<file path="src/rtl/result_serializer_if.sv">
// Handshake bundle between the matrix-multiply result stream and the byte serializer:
// 18-bit words enter on in_*, bytes leave on out_*, count exposes FIFO occupancy.
interface result_serializer_if #(
    parameter int RES_W = 18
);
    logic             in_valid;
    logic [RES_W-1:0] in_data;
    logic             in_ready;
    logic             out_valid;
    logic [7:0]       out_data;
    logic             out_ready;
    logic             out_last;
    logic             done;
    logic [4:0]       count;

    modport master (
        output in_valid, in_data, out_ready,
        input  in_ready, out_valid, out_data, out_last, done, count
    );

    modport slave (
        input  in_valid, in_data, out_ready,
        output in_ready, out_valid, out_data, out_last, done, count
    );
endinterface

</file>
<file path="src/rtl/result_serializer.sv">
// Buffers 18-bit matrix results in a first-word-fall-through FIFO and streams each one
// as three bytes (LSB first, top byte zero-padded), marking the last byte of every frame.
module result_serializer #(
    parameter int RES_W   = 18,
    parameter int DEPTH   = 9,
    parameter int N_WORDS = 9
) (
    input  logic               clk,
    input  logic               rst,
    result_serializer_if.slave bus
);
    localparam int               PTR_W    = (DEPTH > 1) ? $clog2(DEPTH) : 1;
    localparam int               WC_W     = (N_WORDS > 1) ? $clog2(N_WORDS) : 1;
    localparam logic [4:0]       DEPTH_C  = 5'(DEPTH);
    localparam logic [PTR_W-1:0] PTR_LAST = PTR_W'(DEPTH - 1);
    localparam logic [WC_W-1:0]  WC_LAST  = WC_W'(N_WORDS - 1);

    typedef enum logic [1:0] {
        BYTE_LO  = 2'd0,
        BYTE_MID = 2'd1,
        BYTE_HI  = 2'd2
    } byte_sel_e;

    logic [RES_W-1:0] mem_q [DEPTH];
    logic [PTR_W-1:0] wr_ptr_q, wr_ptr_d;
    logic [PTR_W-1:0] rd_ptr_q, rd_ptr_d;
    logic [4:0]       count_q, count_d;
    byte_sel_e        byte_sel_q, byte_sel_d;
    logic [WC_W-1:0]  word_cnt_q, word_cnt_d;
    logic             done_q, done_d;

    logic [RES_W-1:0] head;
    logic [7:0]       out_data;
    logic             in_ready;
    logic             out_valid;
    logic             out_last;
    logic             push;
    logic             xfer;
    logic             pop;

    // in_ready is held low during reset so nothing is written while state is being cleared.
    assign in_ready  = rst && (count_q < DEPTH_C);
    assign out_valid = (count_q != 5'd0);
    assign head      = mem_q[rd_ptr_q];
    assign push      = bus.in_valid && in_ready;
    assign xfer      = out_valid && bus.out_ready;
    assign pop       = xfer && (byte_sel_q == BYTE_HI);
    assign out_last  = out_valid && (byte_sel_q == BYTE_HI) && (word_cnt_q == WC_LAST);

    always_comb begin
        // NOTE: every _d signal gets its hold value first, so no branch can leave a latch behind.
        wr_ptr_d   = wr_ptr_q;
        rd_ptr_d   = rd_ptr_q;
        count_d    = count_q;
        byte_sel_d = byte_sel_q;
        word_cnt_d = word_cnt_q;
        done_d     = xfer && out_last;

        if (push) begin
            wr_ptr_d = (wr_ptr_q == PTR_LAST) ? '0 : wr_ptr_q + PTR_W'(1);
        end

        if (xfer) begin
            case (byte_sel_q)
                BYTE_LO:  byte_sel_d = BYTE_MID;
                BYTE_MID: byte_sel_d = BYTE_HI;
                default:  byte_sel_d = BYTE_LO;
            endcase
        end

        if (pop) begin
            rd_ptr_d   = (rd_ptr_q == PTR_LAST) ? '0 : rd_ptr_q + PTR_W'(1);
            word_cnt_d = (word_cnt_q == WC_LAST) ? '0 : word_cnt_q + WC_W'(1);
        end

        // A push and a pop in the same cycle leave occupancy unchanged.
        case ({push, pop})
            2'b10:   count_d = count_q + 5'd1;
            2'b01:   count_d = count_q - 5'd1;
            default: count_d = count_q;
        endcase
    end

    always_comb begin
        out_data = head[7:0];
        case (byte_sel_q)
            BYTE_MID: out_data = head[15:8];
            BYTE_HI:  out_data = {6'b0, head[17:16]};
            default:  out_data = head[7:0];
        endcase
    end

    always_ff @(posedge clk) begin
        // NOTE: non-blocking assignments make every register sample pre-edge values, independent of statement order.
        if (!rst) begin
            wr_ptr_q   <= '0;
            rd_ptr_q   <= '0;
            count_q    <= '0;
            byte_sel_q <= BYTE_LO;
            word_cnt_q <= '0;
            done_q     <= 1'b0;
        end else begin
            wr_ptr_q   <= wr_ptr_d;
            rd_ptr_q   <= rd_ptr_d;
            count_q    <= count_d;
            byte_sel_q <= byte_sel_d;
            word_cnt_q <= word_cnt_d;
            done_q     <= done_d;
        end
    end

    // NOTE: storage is deliberately not reset; count_q gates out_valid, so stale words are never presented.
    always_ff @(posedge clk) begin
        if (push) begin
            mem_q[wr_ptr_q] <= bus.in_data;
        end
    end

    assign bus.in_ready  = in_ready;
    assign bus.out_valid = out_valid;
    assign bus.out_data  = out_data;
    assign bus.out_last  = out_last;
    assign bus.done      = done_q;
    assign bus.count     = count_q;
endmodule

</file>
<file path="src/flat_wrapper.sv">
// flat-port wrapper written by rule: the top's interface ports become plain ports
module result_serializer_flat 
#(
    parameter int RES_W   = 18,
    parameter int DEPTH   = 9,
    parameter int N_WORDS = 9
)
  (clk, rst, bus_in_valid, bus_in_data, bus_out_ready, bus_in_ready, bus_out_valid, bus_out_data, bus_out_last, bus_done, bus_count);
  result_serializer_if #(.RES_W(RES_W)) bus_i ();
  input  logic clk;
  input  logic rst;
  input wire logic [$bits(bus_i.in_valid)-1:0] bus_in_valid;
  input wire logic [$bits(bus_i.in_data)-1:0] bus_in_data;
  input wire logic [$bits(bus_i.out_ready)-1:0] bus_out_ready;
  output wire logic [$bits(bus_i.in_ready)-1:0] bus_in_ready;
  output wire logic [$bits(bus_i.out_valid)-1:0] bus_out_valid;
  output wire logic [$bits(bus_i.out_data)-1:0] bus_out_data;
  output wire logic [$bits(bus_i.out_last)-1:0] bus_out_last;
  output wire logic [$bits(bus_i.done)-1:0] bus_done;
  output wire logic [$bits(bus_i.count)-1:0] bus_count;
  assign bus_i.in_valid = bus_in_valid;
  assign bus_i.in_data = bus_in_data;
  assign bus_i.out_ready = bus_out_ready;
  assign bus_in_ready = bus_i.in_ready;
  assign bus_out_valid = bus_i.out_valid;
  assign bus_out_data = bus_i.out_data;
  assign bus_out_last = bus_i.out_last;
  assign bus_done = bus_i.done;
  assign bus_count = bus_i.count;
  result_serializer #(.RES_W(RES_W), .DEPTH(DEPTH), .N_WORDS(N_WORDS)) u_core (.clk(clk), .rst(rst), .bus(bus_i));
endmodule
</file>
<file path="config.mk">
export PLATFORM = sky130hd
export DESIGN_NAME = result_serializer_flat
export DESIGN_NICKNAME = d
export VERILOG_FILES = /design/src/rtl/result_serializer_if.sv /design/src/rtl/result_serializer.sv /design/src/flat_wrapper.sv
export SDC_FILE = /design/constraint.sdc
export NUM_CORES = 1
export LEC_CHECK = 0
export CAP_MARGIN = 20
export CORE_MARGIN = 4
export CORE_UTILIZATION = 45
export DETAILED_ROUTE_END_ITERATION = 10
export GPL_TIMING_DRIVEN = 0
export PLACE_DENSITY = 0.67
export SLEW_MARGIN = 15
export SYNTH_ARGS = -nofsm -noshare
export SYNTH_HDL_FRONTEND = slang
export SYNTH_SLANG_ARGS = --single-unit
</file>
<file path="constraint.sdc">
create_clock -name clk -period 5.55 [get_ports clk]
set_clock_uncertainty 0.2 [all_clocks]
set_input_delay 1.11 -clock clk [delete_from_list [all_inputs] [get_ports clk]]
set_output_delay 1.11 -clock clk [all_outputs]
set_load 0.005 [all_outputs]
</file>
==> results_tabular.tex, run 1 <==
\begin{tabular}{lr}
\hline
Metric & Value \\
\hline
\multicolumn{2}{l}{\textbf{Power}} \\
\quad Overall power after layout & 2.95 mW \\
\quad Power dissipated by switching net loads & 0.566 mW \\
\quad Share of power burned in registers & 52.1\% \\
\quad Ratio of total power to cell area & 328 nW/µm² \\
\quad Internal cell power & 2.38 mW \\
\quad Proportion of power drawn by combinational gates & 3.5\% \\
\quad Reported leakage power & 2.89 nW \\
\quad Clock group share of total power & 44.4\% \\
\quad Switching fraction of total power & 19.2\% \\
\quad Largest vdd supply drop & 222 µV \\
\multicolumn{2}{l}{\textbf{Placement}} \\
\quad Last weighted congestion value of the routability-driven placer & 0.810 \\
\quad Number of buffer cells added on primary ports & 38 \\
\quad Final HPWL DP & 9070 µm \\
\multicolumn{2}{l}{\textbf{Yosys}} \\
\quad Synth cell types & 45 \\
\quad Proportion of synthesized area in mux cells & 14.7\% \\
\quad Async set-reset flop share out of synthesis & 0\% \\
\quad Post-Synthesis Cell Area & 7580 µm² \\
\quad Cell count after synthesis & 438 \\
\quad EDFF count, synth & 162 \\
\quad Number of storage elements in the synthesis netlist & 186 \\
\quad Top cells by area, synth & sky130\_fd\_sc\_hd\_\_edfxtp\_1 (64\%), sky130\_fd\_sc\_hd\_\_mux4\_2 (9.5\%), sky130\_fd\_sc\_hd\_\_dfxtp\_1 (6.3\%), sky130\_fd\_sc\_hd\_\_mux2i\_1 (3.2\%), sky130\_fd\_sc\_hd\_\_ha\_1 (2.6\%) \\
\quad Synth Flop Type & sky130\_fd\_sc\_hd\_\_edfxtp\_1 \\
\quad Average cell area after synthesis & 17.3 µm² \\
\quad Compound-cell area share of the yosys netlist & 4.27\% \\
\quad Number of warnings reported in the yosys synthesis log & 0 \\
\quad Synth top area share & 64.1\% \\
\quad Cell type with the largest total area after synthesis & sky130\_fd\_sc\_hd\_\_edfxtp\_1 \\
\quad Parity-gate share of the synthesized area counting xor and xnor cells & 0.808\% \\
\quad Adder-cell share of the synthesized area & 2.64\% \\
\quad Share of synthesized cell area in and, or, nand and nor gates & 4.93\% \\
\quad Most common library cells after synthesis & sky130\_fd\_sc\_hd\_\_edfxtp\_1 (162), sky130\_fd\_sc\_hd\_\_mux4\_2 (32), sky130\_fd\_sc\_hd\_\_dfxtp\_1 (24), sky130\_fd\_sc\_hd\_\_mux2i\_1 (24), sky130\_fd\_sc\_hd\_\_nor2\_1 (18) \\
\quad Sequential fraction of the synthesis area & 70.5\% \\
\quad Nets in the synthesized netlist & 476 \\
\quad Most common cell in the synthesized netlist & sky130\_fd\_sc\_hd\_\_edfxtp\_1 \\
\quad Dominant combinational cell family by area after synthesis & multiplexers \\
\multicolumn{2}{l}{\textbf{Final layout}} \\
\quad Final layout net count & 541 \\
\quad Antenna diodes & 0 \\
\quad Ratio of cells with drive above 1 in the final layout & 18.2\% \\
\quad Final Util & 54.5\% \\
\quad Area growth from synthesis to layout & 18.8\% \\
\quad Count of filler cells inserted in the layout & 1313 \\
\multicolumn{2}{l}{\textbf{Clocking}} \\
\quad CTS Root Cell & sky130\_fd\_sc\_hd\_\_clkbuf\_16 \\
\quad CTS Hold Buffers Added & 0 \\
\quad TritonCTS Buffers & 17 \\
\quad Clock transition at the registers of the reported paths & 60 ps \\
\quad Worst-Skew Late Latency & 430 ps \\
\quad Number of buffers on the longest clock path & 2 \\
\quad Level count of the clock H-tree & 4 \\
\quad Clock tree from TritonCTS & done \\
\quad Setup fix buffers added after clock tree synthesis & 0 \\
\quad Clock net sink count & 186 \\
\quad Gates resized, CTS repair & 0 \\
\multicolumn{2}{l}{\textbf{Routing}} \\
\quad Iteration-0 DRC count of the detailed router & 254 \\
\quad Antenna viol nets, final & 0 \\
\quad Uppermost signal routing layer after detailed routing & met4 \\
\quad Final WL & 14700 µm \\
\quad Detailed route wirelength on metal2 & 7360 µm \\
\quad Number of detailed-routing iterations run before antenna repair & 4 \\
\quad Via count normalized by instance count & 5.42 \\
\quad Total met3 wirelength after detailed routing & 569 µm \\
\quad WL per Instance & 20.0 µm \\
\quad Overall via count from detail\_route & 3991 \\
\quad Number of remaining DRC errors & 0 \\
\quad Met1 routed wirelength after detailed routing & 6650 µm \\
\multicolumn{2}{l}{\textbf{STA}} \\
\quad Fmax achieved & 0.221 GHz \\
\quad Unrepaired setup endpoints after global routing & false \\
\quad Relative max-transition margin & 30.0\% \\
\quad Final hold violation count & 0 \\
\quad Worst hold-check slack & 290 ps \\
\quad Final Cycle Share & 81.7\% \\
\quad Time the worst path needs with I/O delays and setup & 4530 ps \\
\quad Tightest Pin Transition & 1050 ps \\
\quad Number of endpoints failing setup at the final stage & 0 \\
\quad Setup TNS & 0 ps \\
\quad Max-slew violations & 0 \\
\multicolumn{2}{l}{\textbf{Critical path}} \\
\quad Terminus of the critical flop-to-flop path & u\_core.bus.count[4]\$\_SDFFE\_PN0P\_ \\
\quad Worst reg2reg path depth & 13 \\
\quad Worst setup SP type & flop \\
\quad R2R Setup Slk & 1740 ps \\
\quad Maximum fanout encountered on the critical timing path & 10 \\
\quad Data arrival, critical path & 3220 ps \\
\quad Reg2Reg Launch Point & u\_core.bus.count[1]\$\_SDFFE\_PN0P\_ \\
\quad Setup crit end kind & primary output \\
\quad WP data required & 4240 ps \\
\quad Category of the most critical setup path & flop to primary output \\
\multicolumn{2}{l}{\textbf{Floorplanning}} \\
\quad Overall die area & 19000 µm² \\
\quad Die Y & 138 µm \\
\quad Site Rows & 47 \\
\quad IO Pins & 39 \\
\quad Initial standard-cell utilization of the core & 45.9\% \\
\quad Core box area & 16500 µm² \\
\quad Width of the chip & 138 µm \\
\multicolumn{2}{l}{\textbf{Hold path}} \\
\quad Hold-critical path endpoint & u\_core.byte\_sel\_q[1]\$\_SDFFE\_PN0P\_ \\
\quad Hold path depth & 2 \\
\quad Min-Delay Startpoint & u\_core.byte\_sel\_q[1]\$\_SDFFE\_PN0P\_ \\
\quad Min-Delay Path Class & flop to flop \\
\multicolumn{2}{l}{\textbf{Global route}} \\
\quad Global-route congestion overflow total & 0 \\
\quad Vias in the first global route & 4120 \\
\quad Number of antenna violations at the first check in global routing & 0 \\
\quad Total global-route track usage & 16.7\% \\
\quad Largest net degree at the start of global routing & 19 \\
\quad Wire length of the first global-routing pass & 23100 µm \\
\multicolumn{2}{l}{\textbf{Outcome}} \\
\quad Status & complete, no violations \\
\multicolumn{2}{l}{\textbf{Flow run}} \\
\quad Number of max-cap violations & 0 \\
\hline
\end{tabular}
-- metal layers --
| metal | up-vias | GRT usage (%) |
|---|---|---|
| li1 | 1843 | - |
| met4 | 0 | 4.12 |
| met3 | 12 | 4.86 |
| met2 | 74 | 27.5 |
| met5 | - | 0 |
| met1 | 2062 | 22.1 |
-- worst max-delay path by stage --
stage / endpoint / slack (ps) / cells after the start
after floorplan: u_core.mem_q[8][0]$_DFFE_PP_ / 2040 / 4
after CTS: bus_out_data[5] / 960 / 7
after detailed placement: u_core.bus.count[4]$_SDFFE_PN0P_ / 1310 / 12
final: bus_out_data[5] / 1020 / 7
after global routing: bus_out_data[5] / 910 / 7
after global placement: u_core.mem_q[8][12]$_DFFE_PP_ / 300 / 5
-- registers in the layout, summed over array words and instances (netlist names), named ones only --
signal,cells
u_core.bus.done,1
u_core.byte_sel_q,2
u_core.mem_q,162
u_core.rd_ptr_q,4
u_core.wr_ptr_q,4
u_core.word_cnt_q,4
u_core.bus.count,5
-- worst max-delay path, stage by stage, from the launching register on --
cell,delay (ps)
sky130_fd_sc_hd__dfxtp_1,300
sky130_fd_sc_hd__clkbuf_1,250
sky130_fd_sc_hd__inv_1,280
sky130_fd_sc_hd__buf_1,670
sky130_fd_sc_hd__mux2_2,410
sky130_fd_sc_hd__mux2i_1,240
sky130_fd_sc_hd__o22ai_1,150
sky130_fd_sc_hd__clkdlybuf4s50_1,480
-- cell usage in the layout, fill, tap and decap left out, types with 3 or more instances in the layout --
master | synthesis | layout
sky130_fd_sc_hd__buf_2 | 3 | 3
sky130_fd_sc_hd__xor2_1 | 5 | 5
sky130_fd_sc_hd__buf_4 | 2 | 4
sky130_fd_sc_hd__o21ai_0 | 7 | 7
sky130_fd_sc_hd__buf_8 | 0 | 5
sky130_fd_sc_hd__ha_1 | 16 | 16
sky130_fd_sc_hd__clkbuf_1 | 8 | 9
sky130_fd_sc_hd__inv_1 | 17 | 17
sky130_fd_sc_hd__mux2_2 | 14 | 14
sky130_fd_sc_hd__or3_1 | 3 | 3
sky130_fd_sc_hd__nand2b_1 | 5 | 5
sky130_fd_sc_hd__clkbuf_16 | 0 | 17
sky130_fd_sc_hd__nor2b_1 | 4 | 4
sky130_fd_sc_hd__nor3_1 | 7 | 6
sky130_fd_sc_hd__o22ai_1 | 7 | 7
sky130_fd_sc_hd__bufinv_16 | 0 | 5
sky130_fd_sc_hd__inv_6 | 0 | 4
sky130_fd_sc_hd__nor2_1 | 18 | 18
sky130_fd_sc_hd__clkdlybuf4s50_1 | 0 | 38
sky130_fd_sc_hd__edfxtp_1 | 162 | 162
sky130_fd_sc_hd__and2_1 | 8 | 7
sky130_fd_sc_hd__nand2_1 | 15 | 15
sky130_fd_sc_hd__mux2i_1 | 24 | 24
sky130_fd_sc_hd__buf_1 | 4 | 4
sky130_fd_sc_hd__a21oi_1 | 15 | 15
sky130_fd_sc_hd__nand3_1 | 7 | 7
sky130_fd_sc_hd__dfxtp_1 | 24 | 24
sky130_fd_sc_hd__mux4_2 | 32 | 32
-- metrics by stage --
stage / instance area [µm²] / std cells / setup slack [ps]
CTS: 8900 / 730 / 957
global route: 9010 / 736 / 908
floorplan: 7580 / 438 / 2040
finish: 9010 / 736 / 1020
global placement: 8240 / 696 / 298
detailed placement: 8260 / 698 / 1310
-- cell families after synthesis --
group | count (synthesis)
buf+inv | 36
flops | 186
compound gates | 49
mux | 70
xor+xnor | 7
fa+ha+maj | 16
simple gates | 74
-- power by group through the flow --
stage,sequential (mW),combinational (mW),clock [mW]
3_5_place_dp,1.57,0.102,0
5_1_grt,1.54,0.114,1.39
2_1_floorplan,1.57,0.0434,0
6_report,1.54,0.103,1.31
3_3_place_gp,1.57,0.0984,0
4_1_cts,1.54,0.103,1.33
-- layout make-up --
cell class | count | area [µm²] | share of cell area [%]
sequential | 186 | 5350 | 59.3
buffer | 19 | 97.6 | 1.08
inverter | 17 | 63.8 | 0.708
timing repair buffer | 46 | 498 | 5.53
clock buffer | 18 | 429 | 4.76
tap | 220 | 275 | 3.06
clock inverter | 14 | 214 | 2.38
multi-input combinational | 216 | 2080 | 23.1
Note: power is estimated with default switching activity, not from simulation.
==> inputs of run 2 (changes only) <==
PLACE_DENSITY = 0.69   (was 0.67)
clock period = 3.7 ns   (was 5.55 ns; I/O delays follow)
==> results_tabular.tex, run 2 (synthesis results as in run 1) <==
\begin{tabular}{lr}
\hline
Metric & Value \\
\hline
\multicolumn{2}{l}{\textbf{Global route}} \\
\quad Largest net degree at the start of global routing & 19 (unchanged) \\
\quad Total global-route track usage & 17.0\% (+0.27 points) \\
\quad Vias in the first global route & 4260 (+3.4\%) \\
\quad Gr busiest metal & met2 \\
\quad Met1 usage & 22.7\% (+0.61 points) \\
\quad Met3 demand-to-capacity share in global routing & 3.76\% (-1.1 points) \\
\quad Met2 Usage GRT & 27.6\% (+0.081 points) \\
\quad Global-route congestion overflow total & 0 (unchanged) \\
\quad Number of antenna violations at the first check in global routing & 0 (unchanged) \\
\quad Wire length of the first global-routing pass & 23300 µm (+0.75\%) \\
\multicolumn{2}{l}{\textbf{Critical path}} \\
\quad Setup crit end kind & primary output \\
\quad Category of the most critical setup path & flop to primary output \\
\quad Data arrival, critical path & 2660 ps (-560 ps) \\
\quad Worst reg2reg path depth & 13 (unchanged) \\
\quad Reg2Reg Launch Point & u\_core.bus.count[1]\$\_SDFFE\_PN0P\_ \\
\quad Critical Path Max Stage Delay & 480 ps (-190 ps) \\
\quad R2R Setup Slk & 320 ps (-1420 ps) \\
\quad Terminus of the critical flop-to-flop path & u\_core.bus.count[4]\$\_SDFFE\_PN0P\_ \\
\quad Worst setup endpoint & bus\_out\_data[2] \\
\quad Worst setup SP type & flop \\
\quad CP max stage cell & sky130\_fd\_sc\_hd\_\_mux4\_2 \\
\quad Maximum fanout encountered on the critical timing path & 10 (unchanged) \\
\quad Series of cell instances along the critical path & buf\_12, buf\_4, mux4\_2, mux2\_2, mux2i\_1, o22ai\_1, clkdlybuf4s50\_1 \\
\quad WP data required & 2760 ps (-1480 ps) \\
\multicolumn{2}{l}{\textbf{STA}} \\
\quad Relative max-transition margin & 42.1\% (+12 points) \\
\quad Final Cycle Share & 97.4\% \\
\quad Tightest Pin Transition & 869 ps (-182 ps) \\
\quad Fmax achieved & 0.278 GHz \\
\quad Number of endpoints failing setup at the final stage & 0 (unchanged) \\
\quad Final hold violation count & 0 (unchanged) \\
\quad Max-slew violations & 0 (unchanged) \\
\quad Time the worst path needs with I/O delays and setup & 3600 ps \\
\quad Worst hold-check slack & 288 ps (-1.84 ps) \\
\multicolumn{2}{l}{\textbf{Floorplanning}} \\
\quad IO Pins & 39 (unchanged) \\
\quad Site Rows & 47 (unchanged) \\
\quad Core box area & 16500 µm² (unchanged) \\
\quad Width of the chip & 138 µm (unchanged) \\
\quad Overall die area & 19000 µm² (unchanged) \\
\quad Die Y & 138 µm (unchanged) \\
\quad Initial standard-cell utilization of the core & 45.9\% (unchanged) \\
\multicolumn{2}{l}{\textbf{Clocking}} \\
\quad Clock transition at the registers of the reported paths & 60 ps (about the same) \\
\quad Clock tree from TritonCTS & done \\
\quad Number of buffers on the longest clock path & 2 (unchanged) \\
\quad Worst-Skew Late Latency & 430 ps (about the same) \\
\quad CTS Root Cell & sky130\_fd\_sc\_hd\_\_clkbuf\_16 \\
\quad TritonCTS Buffers & 17 (unchanged) \\
\quad CTS Hold Buffers Added & 0 (unchanged) \\
\quad Clock net sink count & 186 (unchanged) \\
\quad Level count of the clock H-tree & 4 (unchanged) \\
\multicolumn{2}{l}{\textbf{Final layout}} \\
\quad Count of filler cells inserted in the layout & 1290 (-1.8\%) \\
\quad Finished Cell Area & 9180 µm² (+1.9\%) \\
\quad Highest-count cells in the layout ignoring fill and taps & sky130\_fd\_sc\_hd\_\_edfxtp\_1 (162), sky130\_fd\_sc\_hd\_\_clkdlybuf4s50\_1 (35), sky130\_fd\_sc\_hd\_\_mux4\_2 (32) \\
\quad Antenna diodes & 0 (unchanged) \\
\quad Final layout net count & 549 (+1.5\%) \\
\quad Register with the most flip-flops & u\_core.mem\_q \\
\quad Ratio of cells with drive above 1 in the final layout & 21.8\% (+3.5 points) \\
\quad Most common cell after layout, fill and taps aside & sky130\_fd\_sc\_hd\_\_edfxtp\_1 \\
\quad Max FFs per register & 162 (unchanged) \\
\quad Area growth from synthesis to layout & 21.1\% \\
\multicolumn{2}{l}{\textbf{Power}} \\
\quad Largest vdd supply drop & 376 µV (+69\%) \\
\quad Ratio of total power to cell area & 462 nW/µm² (+41\%) \\
\quad Reported leakage power & 2.99 nW (+3.7\%) \\
\multicolumn{2}{l}{\textbf{Placement}} \\
\quad Last weighted congestion value of the routability-driven placer & 0.752 (-7.1\%) \\
\quad Number of buffer cells added on primary ports & 38 (unchanged) \\
\quad Final HPWL DP & 9470 µm (+4.4\%) \\
\quad Total cell area at the placement stage & 8370 µm² (+1.3\%) \\
\multicolumn{2}{l}{\textbf{Routing}} \\
\quad Antenna viol nets, final & 0 (unchanged) \\
\quad Via count normalized by instance count & 5.38 (-0.80\%) \\
\quad Number of remaining DRC errors & 0 (unchanged) \\
\quad WL per Instance & 19.8 µm (-0.84\%) \\
\quad Overall via count from detail\_route & 4002 (+0.28\%) \\
\quad Iteration-0 DRC count of the detailed router & 277 (+9.1\%) \\
\quad Final WL & 14800 µm (+0.24\%) \\
\quad Number of detailed-routing iterations run before antenna repair & 4 (unchanged) \\
\multicolumn{2}{l}{\textbf{Flow run}} \\
\quad Number of max-cap violations & 0 (unchanged) \\
\multicolumn{2}{l}{\textbf{Outcome}} \\
\quad Status & complete, no violations \\
\multicolumn{2}{l}{\textbf{Hold path}} \\
\quad Min-Delay Path Class & flop to flop \\
\hline
\end{tabular}
run 2: timing repair:
| action | in CTS | in global routing |
|---|---|---|
| setup endpoints to repair | 9 | 9 |
| resized for setup | 19 | 15 |
| setup buffers | 0 | 8 |
| endpoints found under the hold margin | 0 | 0 |
| pin swaps | 0 | 2 |
run 2: through the flow:
stage | cells | utilization (%) | total power [mW] | TNS [ps] | worst slack [ps]
2_1_floorplan | 438 | - | 2.41 | 0 | 434
3_3_place_gp | 696 | 49.9 | 2.50 | -21820 | -1210
3_5_place_dp | 702 | 50.6 | 2.50 | -2460 | -135
4_1_cts | 732 | 54.6 | 4.27 | 0 | 3.37
5_1_grt | 744 | 55.6 | 4.39 | -6.85 | -6.85
6_report | 744 | 55.6 | 4.24 | 0 | 97.6
run 2: power breakdown:
group / leakage (nW) / internal [mW] / total, mW / switching (mW)
Clock: 0.299 / 1.07 / 1.78 / 0.709
Sequential: 1.66 / 2.30 / 2.31 / 0.00758
Combinational: 1.04 / 0.0764 / 0.157 / 0.0809
run 2: area by class of cell:
type                       instances  area, µm²  area share (%)
sequential                       186       5350            58.2
multi-input combinational        216       2120            23.1
timing repair buffer              56        628            6.84
clock buffer                      28        582            6.34
tap                              220        275            3.00
buffer                            17        145            1.58
inverter                          17       63.8           0.695
clock inverter                     4       22.5           0.245
run 2: worst min-delay path by stage:
stage                                              endpoint                              start  depth (start not counted)  slack [ps]
after floorplan           u_core.byte_sel_q[1]$_SDFFE_PN0P_  u_core.byte_sel_q[1]$_SDFFE_PN0P_                          2         250
after global placement    u_core.byte_sel_q[1]$_SDFFE_PN0P_  u_core.byte_sel_q[1]$_SDFFE_PN0P_                          2         260
after detailed placement  u_core.byte_sel_q[1]$_SDFFE_PN0P_  u_core.byte_sel_q[1]$_SDFFE_PN0P_                          2         280
after CTS                 u_core.byte_sel_q[1]$_SDFFE_PN0P_  u_core.byte_sel_q[1]$_SDFFE_PN0P_                          2         290
after global routing      u_core.byte_sel_q[1]$_SDFFE_PN0P_  u_core.byte_sel_q[1]$_SDFFE_PN0P_                          2         320
final                     u_core.byte_sel_q[1]$_SDFFE_PN0P_  u_core.byte_sel_q[1]$_SDFFE_PN0P_                          2         290
run 2: critical path, delay by kind of cell (launching register included):
family | cells | cell delay, ps
AOI/OAI and AO/OA | 1 | 130
muxes | 3 | 1010
DFF | 1 | 370
buffers and inverters | 3 | 730
run 2: routing by layer:
layer | wire length (µm) | part of all wire [%] | vias up
li1 | - | - | 1856
met1 | 6480 | 44 | 2030
met2 | 7290 | 49 | 105
met3 | 809 | 5.5 | 11
met4 | 189 | 1.3 | 0
met5 | 0 | 0 | -
